## src/rtl/div_pkg.sv

```systemverilog
// div_pkg: shared op encodings, FSM states and step count for the RV32M divider
package div_pkg;
  localparam logic [1:0] DIV_OP  = 2'b00;
  localparam logic [1:0] DIVU_OP = 2'b01;
  localparam logic [1:0] REM_OP  = 2'b10;
  localparam logic [1:0] REMU_OP = 2'b11;
  localparam int DIV_STEPS = 32;
  typedef enum logic [1:0] {IDLE, CALC, DONE} div_state_t;
endpackage

```

## src/rtl/div_unit.sv

```systemverilog
// div_unit: iterative restoring RV32M divider (DIV/DIVU/REM/REMU) with start/busy/done handshake
module div_unit
  import div_pkg::*;
#(
  parameter int XLEN = 32
) (
  input  logic            clk,
  input  logic            rst,
  input  logic            start,
  input  logic [1:0]      op,
  input  logic [XLEN-1:0] rs1_data,
  input  logic [XLEN-1:0] rs2_data,
  input  logic            flush,
  output logic            busy,
  output logic            done,
  output logic [XLEN-1:0] result
);
  div_state_t state, state_n;
  logic [$clog2(DIV_STEPS)-1:0] cnt;
  logic is_rem, neg_q, neg_r;
  logic [XLEN:0] rem, sh, r_n;
  logic [XLEN-1:0] quo, dvs, q_n, a1, a2, spec_res, fin;
  logic sgn, dz, ovf, accept, last, ge;
  always_comb begin
    sgn = ~op[0];
    dz = rs2_data == '0;
    ovf = sgn && rs1_data == {1'b1, {(XLEN-1){1'b0}}} && rs2_data == '1;
    a1 = (sgn && rs1_data[XLEN-1]) ? -rs1_data : rs1_data;
    a2 = (sgn && rs2_data[XLEN-1]) ? -rs2_data : rs2_data;
    // overflow dividend is 0x80000000, which is exactly the DIV overflow result
    spec_res = dz ? (op[1] ? rs1_data : '1) : (op[1] ? '0 : rs1_data);
    accept = state == IDLE && start && !flush;
    last = state == CALC && cnt == ($clog2(DIV_STEPS))'(DIV_STEPS - 1);
    sh = {rem[XLEN-1:0], quo[XLEN-1]};
    ge = sh >= {1'b0, dvs};
    r_n = ge ? sh - {1'b0, dvs} : sh;
    q_n = {quo[XLEN-2:0], ge};
    fin = is_rem ? (neg_r ? -r_n[XLEN-1:0] : r_n[XLEN-1:0]) : (neg_q ? -q_n : q_n);
    state_n = flush ? IDLE
            : accept ? ((dz || ovf) ? DONE : CALC)
            : last ? DONE
            : state == DONE ? IDLE
            : state;
    busy = state != IDLE;
    done = state == DONE && !flush;
  end
  always_ff @(posedge clk) begin
    if (rst) state <= IDLE;
    else state <= state_n;
  end
  always_ff @(posedge clk) begin
    if (rst) begin
      cnt <= '0;
      is_rem <= 1'b0;
      neg_q <= 1'b0;
      neg_r <= 1'b0;
      rem <= '0;
      quo <= '0;
      dvs <= '0;
      result <= '0;
    end else if (accept) begin
      cnt <= '0;
      is_rem <= op[1];
      neg_q <= sgn && (rs1_data[XLEN-1] ^ rs2_data[XLEN-1]);
      neg_r <= sgn && rs1_data[XLEN-1];
      rem <= '0;
      quo <= a1;
      dvs <= a2;
      if (dz || ovf) result <= spec_res;
    end else if (state == CALC && !flush) begin
      cnt <= cnt + 1'b1;
      rem <= r_n;
      quo <= q_n;
      if (last) result <= fin;
    end
  end
endmodule

```

## config.mk

```make
export PLATFORM = sky130hd
export DESIGN_NAME = div_unit
export DESIGN_NICKNAME = d
export VERILOG_FILES = /design/src/rtl/div_pkg.sv /design/src/rtl/div_unit.sv
export SDC_FILE = /design/constraint.sdc
export NUM_CORES = 1
export LEC_CHECK = 0
export BUFFER_PORTS_ARGS = -buffer_cell sky130_fd_sc_hd__buf_2
export CAP_MARGIN = 20
export CELL_PAD_IN_SITES_DETAIL_PLACEMENT = 1
export CELL_PAD_IN_SITES_GLOBAL_PLACEMENT = 2
export CORE_MARGIN = 2
export CORE_UTILIZATION = 38
export CTS_BUF_LIST = sky130_fd_sc_hd__clkbuf_16
export DETAILED_ROUTE_END_ITERATION = 6
export GPL_TIMING_DRIVEN = 0
export HOLD_SLACK_MARGIN = 0.06
export PLACE_DENSITY = 0.9
export SLEW_MARGIN = 20
export SYNTH_ARGS = -nofsm -noshare
export SYNTH_HDL_FRONTEND = slang
export SYNTH_SLANG_ARGS = --single-unit
```

## constraint.sdc

```tcl
create_clock -name clk -period 11.3 [get_ports clk]
set_input_delay 0.565 -clock clk [delete_from_list [all_inputs] [get_ports clk]]
set_output_delay 0.565 -clock clk [all_outputs]
set_load 0.02 [all_outputs]
```

==> flow_metrics.py, run 1 <==
metrics = {
    "outcome": {
        "status": "completed",
    },
    "sta": {
        "final-setup-viol-count": 0,
        "rsz0062_at_grt": "no",
        "report.final.slew_viol_count": 0,
        "fin_crit_ns": 6.80,
        "max_freq_mhz": 147,
        "hold_viol_final": 0,
        "skew_ns": 0.0111,
        "tns_ns": 0,
        "max_slew_margin_pct": 34.7,
        "min_period_over_period_pct": 60.2,
        "worstMarginPinSlew_ns": 0.977,
    },
    "clocking": {
        "holdBufCountCts": 0,
        "htreeDepth": 4,
        "cts.repair.resized": 0,
        "cts_buffers": 17,
        "clockBufferDepth": 2,
        "clk_pin_slew_ns": 0.07,
        "cts_setup_buffers": 0,
        "cts_tree": "yes",
        "clockRootBuffer": "clkbuf_16",
        "clock_sinks": 138,
        "clock_latency_ns": 0.44,
    },
    "power": {
        "seqPwrFrac_pct": 29.7,
        "p_int_uw": 1060,
        "ir_drop_uv": 92.2,
        "swShare_pct": 41.1,
        "p_comb_share_pct": 37.5,
        "power_density_nw_per_um2": 134,
        "p_switching_uw": 739,
        "pwr-share-clk_pct": 32.8,
        "p_leak_uw": 0.00501,
    },
    "layout": {
        "syn2layout_area_growth_pct": 13.7,
        "fillers": 3993,
        "layout.nets": 1893,
        "drive_above_1_share_pct": 10.0,
        "instances_no_fill": 2192,
        "num_antenna_cells": 0,
        "multi_input_area_um2": 8380,
        "ff_latch_area_um2": 2760,
    },
    "worst_setup_path": {
        "cp_max_fo": 10,
        "endpoint_kind": "flop",
        "path_class": "flop to flop",
        "required_ns": 11.63,
        "cp.arrival_ns": 7.13,
        "startpoint_type": "flop",
    },
    "synth": {
        "seq_area_frac_synth_pct": 23.4,
        "synth_cells": 1662,
        "synth_nets": 1772,
        "synthArstFlopShare_pct": 0,
        "syn_area_per_cell_um2": 7.09,
        "synth_ff_type": "dfxtp_1",
        "ys_ff_latch": 138,
        "synth-edff-count": 0,
        "syn_area_um2": 11800,
        "synth_warnings": 0,
        "synth_cell_types": 84,
    },
    "floorplanning": {
        "fp.dieArea_um2": 32400,
        "io_pins": 104,
        "initial_core_util_pct": 38.5,
        "coreArea_um2": 30600,
        "rows": 64,
        "die_h_um": 180,
        "die_w_um": 180,
    },
    "global_routing": {
        "grt_pass1_vias": 13300,
        "grt.overflow.total": 0,
        "grt_pass1_wl_um": 79500,
        "grt_usage_pct": 31.3,
        "antenna_found_initial": 0,
        "grt_max_degree": 17,
    },
    "place": {
        "dp.cells": 2160,
        "dp_hpwl_um": 42000,
        "port_buffers": 102,
        "routabilityCongestion": 0.959,
    },
    "detailed_routing": {
        "wl_per_cell_um": 23.6,
        "wl_um": 51600,
        "drt_iter0_drc": 1214,
        "vias": 13500,
        "vias_per_cell": 6.14,
        "firstDrtPassIters": 5,
        "ant_nets": 0,
        "drc_errors": 0,
    },
    "flow_run": {
        "drv_cap": 0,
    },
    "hold_path": {
        "hp-class": "input port to flop",
    },
}
-- cell families (layout without fill, tap and decap cells) --
group / count (synthesis) / in the layout / synth area share [%]
flops: 138 / 138 / 23.4
fa+ha+maj: 40 / 40 / 4.31
xor+xnor: 127 / 127 / 9.44
compound gates: 506 / 506 / 29.6
buf+inv: 170 / 304 / 5.50
mux: 17 / 17 / 1.49
simple gates: 664 / 664 / 26.2
-- registers in the layout, summed over array words and instances (netlist names) --
signal  flops
cnt         5
dvs        32
is_rem      1
neg_q       1
neg_r       1
quo        32
rem        32
result     32
state       2
-- metal layers --
layer | GRT usage [%] | part of all wire, % | vias up
met4 | 13.7 | 4.7 | 0
li1 | - | - | 6294
met1 | 42.1 | 45 | 6600
met2 | 50.2 | 45 | 463
met3 | 3.90 | 5.7 | 99
met5 | 0 | 0 | -
-- cell usage in the layout, fill, tap and decap left out, drive strengths merged, types with 10 or more instances in the layout --
cell type  Yosys  layout
a211oi        86      86
a21o          13      13
a21oi        137     137
a311oi        33      33
a31oi         11      11
buf           16     118
clkbuf        92     109
dfxtp        138     138
ha            39      39
inv           62      71
mux2i         13      13
nand2        186     186
nand2b        11      11
nand3         19      19
nand4         19      19
nor2         256     256
nor3          68      68
nor4          15      15
o211ai        16      16
o21ai         83      83
o31ai         28      28
o41ai         16      16
or2           10      10
or3           19      19
or4           16      16
xnor2         67      67
xor2          60      60
-- power by group through the flow --
stage	logic, µW	clock network, µW	registers [µW]
2_1_floorplan	443	0	535
3_3_place_gp	641	0	544
3_5_place_dp	653	0	545
5_1_grt	730	617	537
6_report	674	590	535
4_1_cts	659	594	534
-- cell usage after synthesis (6+ instances only) --
master,instances,area [µm²]
o31ai_1,26,195
nand2b_1,11,68.8
a311oi_1,33,289
o21ai_0,79,395
buf_1,10,37.5
o41ai_1,13,114
a21oi_1,136,681
or3_1,19,119
a21o_1,13,97.6
or2_2,9,56.3
buf_2,6,30.0
nor4_1,14,87.6
a211oi_1,84,631
and3_1,9,56.3
xor2_1,60,526
o22ai_1,7,43.8
nor3_1,67,335
inv_1,61,229
or4_1,14,105
o211ai_1,16,120
clkbuf_1,92,345
nand2_1,185,694
nor2_1,256,961
ha_1,39,488
dfxtp_1,138,2760
a211o_1,9,78.8
a21boi_0,8,60.1
nand4_1,17,106
xnor2_1,67,587
nand3_1,19,95.1
a31oi_1,11,68.8
mux2i_1,13,130
-- through the flow --
stage | hold slack (ns) | util [%] | instance area [µm²] | power [µW] | worst slack (ns)
after floorplan | 0.440 | - | 11800 | 978 | 6.34
after global placement | 0.445 | 41.8 | 12800 | 1190 | 4.75
after detailed placement | 0.452 | 41.8 | 12800 | 1200 | 4.70
after CTS | 0.389 | 43.8 | 13400 | 1790 | 4.65
after global routing | 0.415 | 43.8 | 13400 | 1880 | 4.10
final | 0.404 | 43.8 | 13400 | 1800 | 4.50
-- cell type report --
| type | instances | share of cell area [%] |
|---|---|---|
| Clock inverter | 15 | 1.33 |
| Buffer | 108 | 3.08 |
| Timing Repair Buffer | 102 | 3.81 |
| Tap cell | 396 | 3.70 |
| Sequential cell | 138 | 20.6 |
| Multi-Input combinational cell | 1354 | 62.5 |
| Clock buffer | 17 | 3.18 |
| Inverter | 62 | 1.76 |
-- worst max-delay path, cell delays in order, from the launching register on --
cell and delay, ns:
dfxtp_1 0.44, inv_1 0.08, ha_1 0.27, clkbuf_1 0.33
nand4_1 0.30, or4_4 0.50, o31ai_4 0.23, a211oi_2 0.19
nand2_8 0.21, clkbuf_1 0.50, clkbuf_1 0.57, mux2i_1 0.41
ha_1 0.32, nor4b_1 0.41, nand2_1 0.17, or4_1 0.49
o32a_1 0.30, nand3b_4 0.24, o31ai_1 0.26, a21oi_1 0.14
o41ai_1 0.33
-- worst paths after layout --
| path | startpoint | end | slack (ns) | depth (start not counted) |
|---|---|---|---|---|
| worst max-delay path | dvs[2] | result[28] | 4.50 | 20 |
| worst min-delay path | flush | state[0] | 0.40 | 2 |
| worst max register to register | dvs[2] | result[28] | 4.50 | 20 |
| worst min register to register | result[8] | result[8] | 0.46 | 2 |
Power figures use the tool's default switching activity.
==> inputs of run 2 (changes only) <==
--- a/config.mk
+++ b/config.mk
@@ -10,12 +10,12 @@
 export CELL_PAD_IN_SITES_DETAIL_PLACEMENT = 1
 export CELL_PAD_IN_SITES_GLOBAL_PLACEMENT = 2
 export CORE_MARGIN = 2
-export CORE_UTILIZATION = 38
+export CORE_UTILIZATION = 35
 export CTS_BUF_LIST = sky130_fd_sc_hd__clkbuf_16
 export DETAILED_ROUTE_END_ITERATION = 6
 export GPL_TIMING_DRIVEN = 0
 export HOLD_SLACK_MARGIN = 0.06
-export PLACE_DENSITY = 0.9
+export PLACE_DENSITY = 0.84
 export SLEW_MARGIN = 20
 export SYNTH_ARGS = -nofsm -noshare
 export SYNTH_HDL_FRONTEND = slang
==> constraint.sdc (replaced) <==
create_clock -name clk -period 6.55 [get_ports clk]
set_input_delay 0.3275 -clock clk [delete_from_list [all_inputs] [get_ports clk]]
set_output_delay 0.3275 -clock clk [all_outputs]
set_load 0.02 [all_outputs]
==> run 2 against run 1 <==
Effect of this change: clock power up 73%; via count down 1.9%; first-iteration DRC count fell by 15%; sequential power increased by 72%; setup slack got worse by 4.2 ns; final area rose by 0.62%; total power is 73% higher; clock-buffer cell count unchanged; critical path depth unchanged; register-to-register slack got worse by 4.2 ns; non-clock buffer count fell by 1; sequential cell count did not move.
==> flow_metrics.py, run 2 (same netlist as run 1, synthesis figures left out) <==
metrics = {
    "detailed_routing": {
        "vias": 13200,
        "wl_um": 51800,
        "drc_errors": 0,
        "wl_met2_um": 23900,
        "dr.max_layer_used": "met4",
        "wl_per_cell_um": 23.1,
        "drt_iter0_drc": 1029,
        "vias_per_cell": 5.88,
        "firstDrtPassIters": 5,
        "met3_length_um": 2270,
        "drt-met1-wl_um": 23100,
        "ant_nets": 0,
    },
    "sta": {
        "hold_viol_final": 0,
        "fin_crit_ns": 6.25,
        "worstMarginPinSlew_ns": 0.867,
        "final-setup-viol-count": 0,
        "skew_ns": 0.0111,
        "min_period_over_period_pct": 95.4,
        "rsz0062_at_grt": "no",
        "max_freq_mhz": 160,
        "max_slew_margin_pct": 41.7,
        "hold-worst-slack_ns": 0.154,
        "report.final.slew_viol_count": 0,
    },
    "global_routing": {
        "grt_pass1_vias": 13200,
        "grt_pass1_wl_um": 79400,
        "grt.overflow.total": 0,
        "grt_usage_pct": 29.2,
        "grt_max_degree": 17,
        "antenna_found_initial": 0,
    },
    "clocking": {
        "clock_sinks": 138,
        "cts_buffers": 17,
        "clk_pin_slew_ns": 0.07,
        "cts_setup_buffers": 0,
        "cts_tree": "yes",
        "clock_latency_ns": 0.44,
        "clockRootBuffer": "clkbuf_16",
        "htreeDepth": 4,
        "clockBufferDepth": 2,
    },
    "outcome": {
        "status": "completed",
    },
    "place": {
        "dp_hpwl_um": 41900,
        "port_buffers": 102,
        "routabilityCongestion": 0.927,
        "place_area_um2": 12900,
    },
    "worst_setup_path": {
        "r2r_slack_ns": 0.30,
        "cp_slowest_stage_delay_ns": 0.54,
        "required_ns": 6.89,
        "cp_max_fo": 10,
        "worstPathCellList": "ha_1 > clkbuf_1 > a21oi_1 > o221ai_1 > a221o_1 > o2111ai_4 > nand2_8 > inv_4 > clkbuf_1 > clkbuf_2 > ha_1 > nand2_1 > or3_1 > or3_1 > o41ai_1 > xor2_1 > o21ai_1 > a21oi_1 > or3_1 > o41ai_2",
        "endpoint_kind": "flop",
        "crit_path_top_delay_cell": "clkbuf_1",
        "crit_top_cell": "or3_1",
        "cp.arrival_ns": 6.59,
        "path_class": "flop to flop",
        "startpoint_type": "flop",
    },
    "hold_path": {
        "hp-class": "input port to flop",
    },
    "layout": {
        "layout_commonest_cell": "nor2_1",
        "utilization_pct": 40.4,
        "drive_above_1_share_pct": 10.3,
        "fillers": 4340,
        "finalInstanceArea_um2": 13500,
        "layout.nets": 1892,
        "final_cell_mix": "nor2_1 (256), nand2_1 (185), dfxtp_1 (138)",
        "syn2layout_area_growth_pct": 14.4,
        "num_antenna_cells": 0,
    },
    "floorplanning": {
        "initial_core_util_pct": 35.3,
        "coreArea_um2": 33400,
        "fp.dieArea_um2": 35200,
        "die_h_um": 187,
        "die_w_um": 187,
        "io_pins": 104,
        "rows": 67,
    },
    "power": {
        "p_leak_uw": 0.00502,
        "totalPowerFinal_uw": 3110,
        "ir_drop_uv": 199,
        "power_density_nw_per_um2": 231,
    },
    "flow_run": {
        "drv_cap": 0,
    },
}
## run 2: changes by cell type in the layout (fill, tap and decap cells not counted), sizes merged
cell / delta
clkinv: +2
clkinvlp: +3
buf: -1
inv: -6
bufinv: +1
## run 2: power by group
part | total (µW) | switching [µW] | internal [µW]
logic | 1160 | 784 | 379
registers | 922 | 44.8 | 877
clock network | 1020 | 425 | 599
## run 2: worst max-delay path: cells and delay by family (launching register included)
| family | cells | cell delay (ns) |
|---|---|---|
| AO/OA/AOI/OAI | 8 | 2.00 |
| XOR/XNOR | 1 | 0.12 |
| adder cells (fa/ha/maj) | 2 | 0.54 |
| buffers and inverters | 4 | 1.32 |
| flip-flops | 1 | 0.48 |
| AND/OR/NAND/NOR | 5 | 1.68 |
## run 2: per-layer routing
layer	vias up	global-route usage (%)
met2	347	48.4
li1	6269	-
met5	-	0
met1	6489	37.4
met4	0	14.1
met3	94	3.82
## run 2: cell type report
class,instances,area (µm²),area share (%)
buffer,107,414,3.07
clock buffer,17,425,3.16
clock inverter,15,176,1.31
inverter,62,235,1.74
multi-input combinational,1354,8400,62.3
sequential,138,2760,20.5
tap,448,561,4.16
timing repair buffer,102,510,3.79
## run 2: final timing paths
path                                   end  startpoint  depth (start not counted)
worst min register to register   result[8]   result[8]                          2
worst max-delay path            result[26]      rem[9]                         20
worst min-delay path              state[0]       flush                          2
worst max register to register  result[26]      rem[9]                         20
## run 2: through the flow
stage | setup slack [ns] | TNS (ns) | instances
final | 0.304 | 0 | 2243
after CTS | 0.0144 | 0 | 2244
after global routing | 0.0482 | 0 | 2243
after global placement | 0.00849 | 0 | 2212
after detailed placement | -0.0367 | -0.0487 | 2212
after floorplan | 1.59 | 0 | 1662
## run 2: timing repair
item                                    in CTS  in global routing
gates cloned                                 0                  0
resized for setup                            1                  8
hold buffers                                 0                  0
endpoints found under the setup margin       3                 10
endpoints found under the hold margin        0                  0
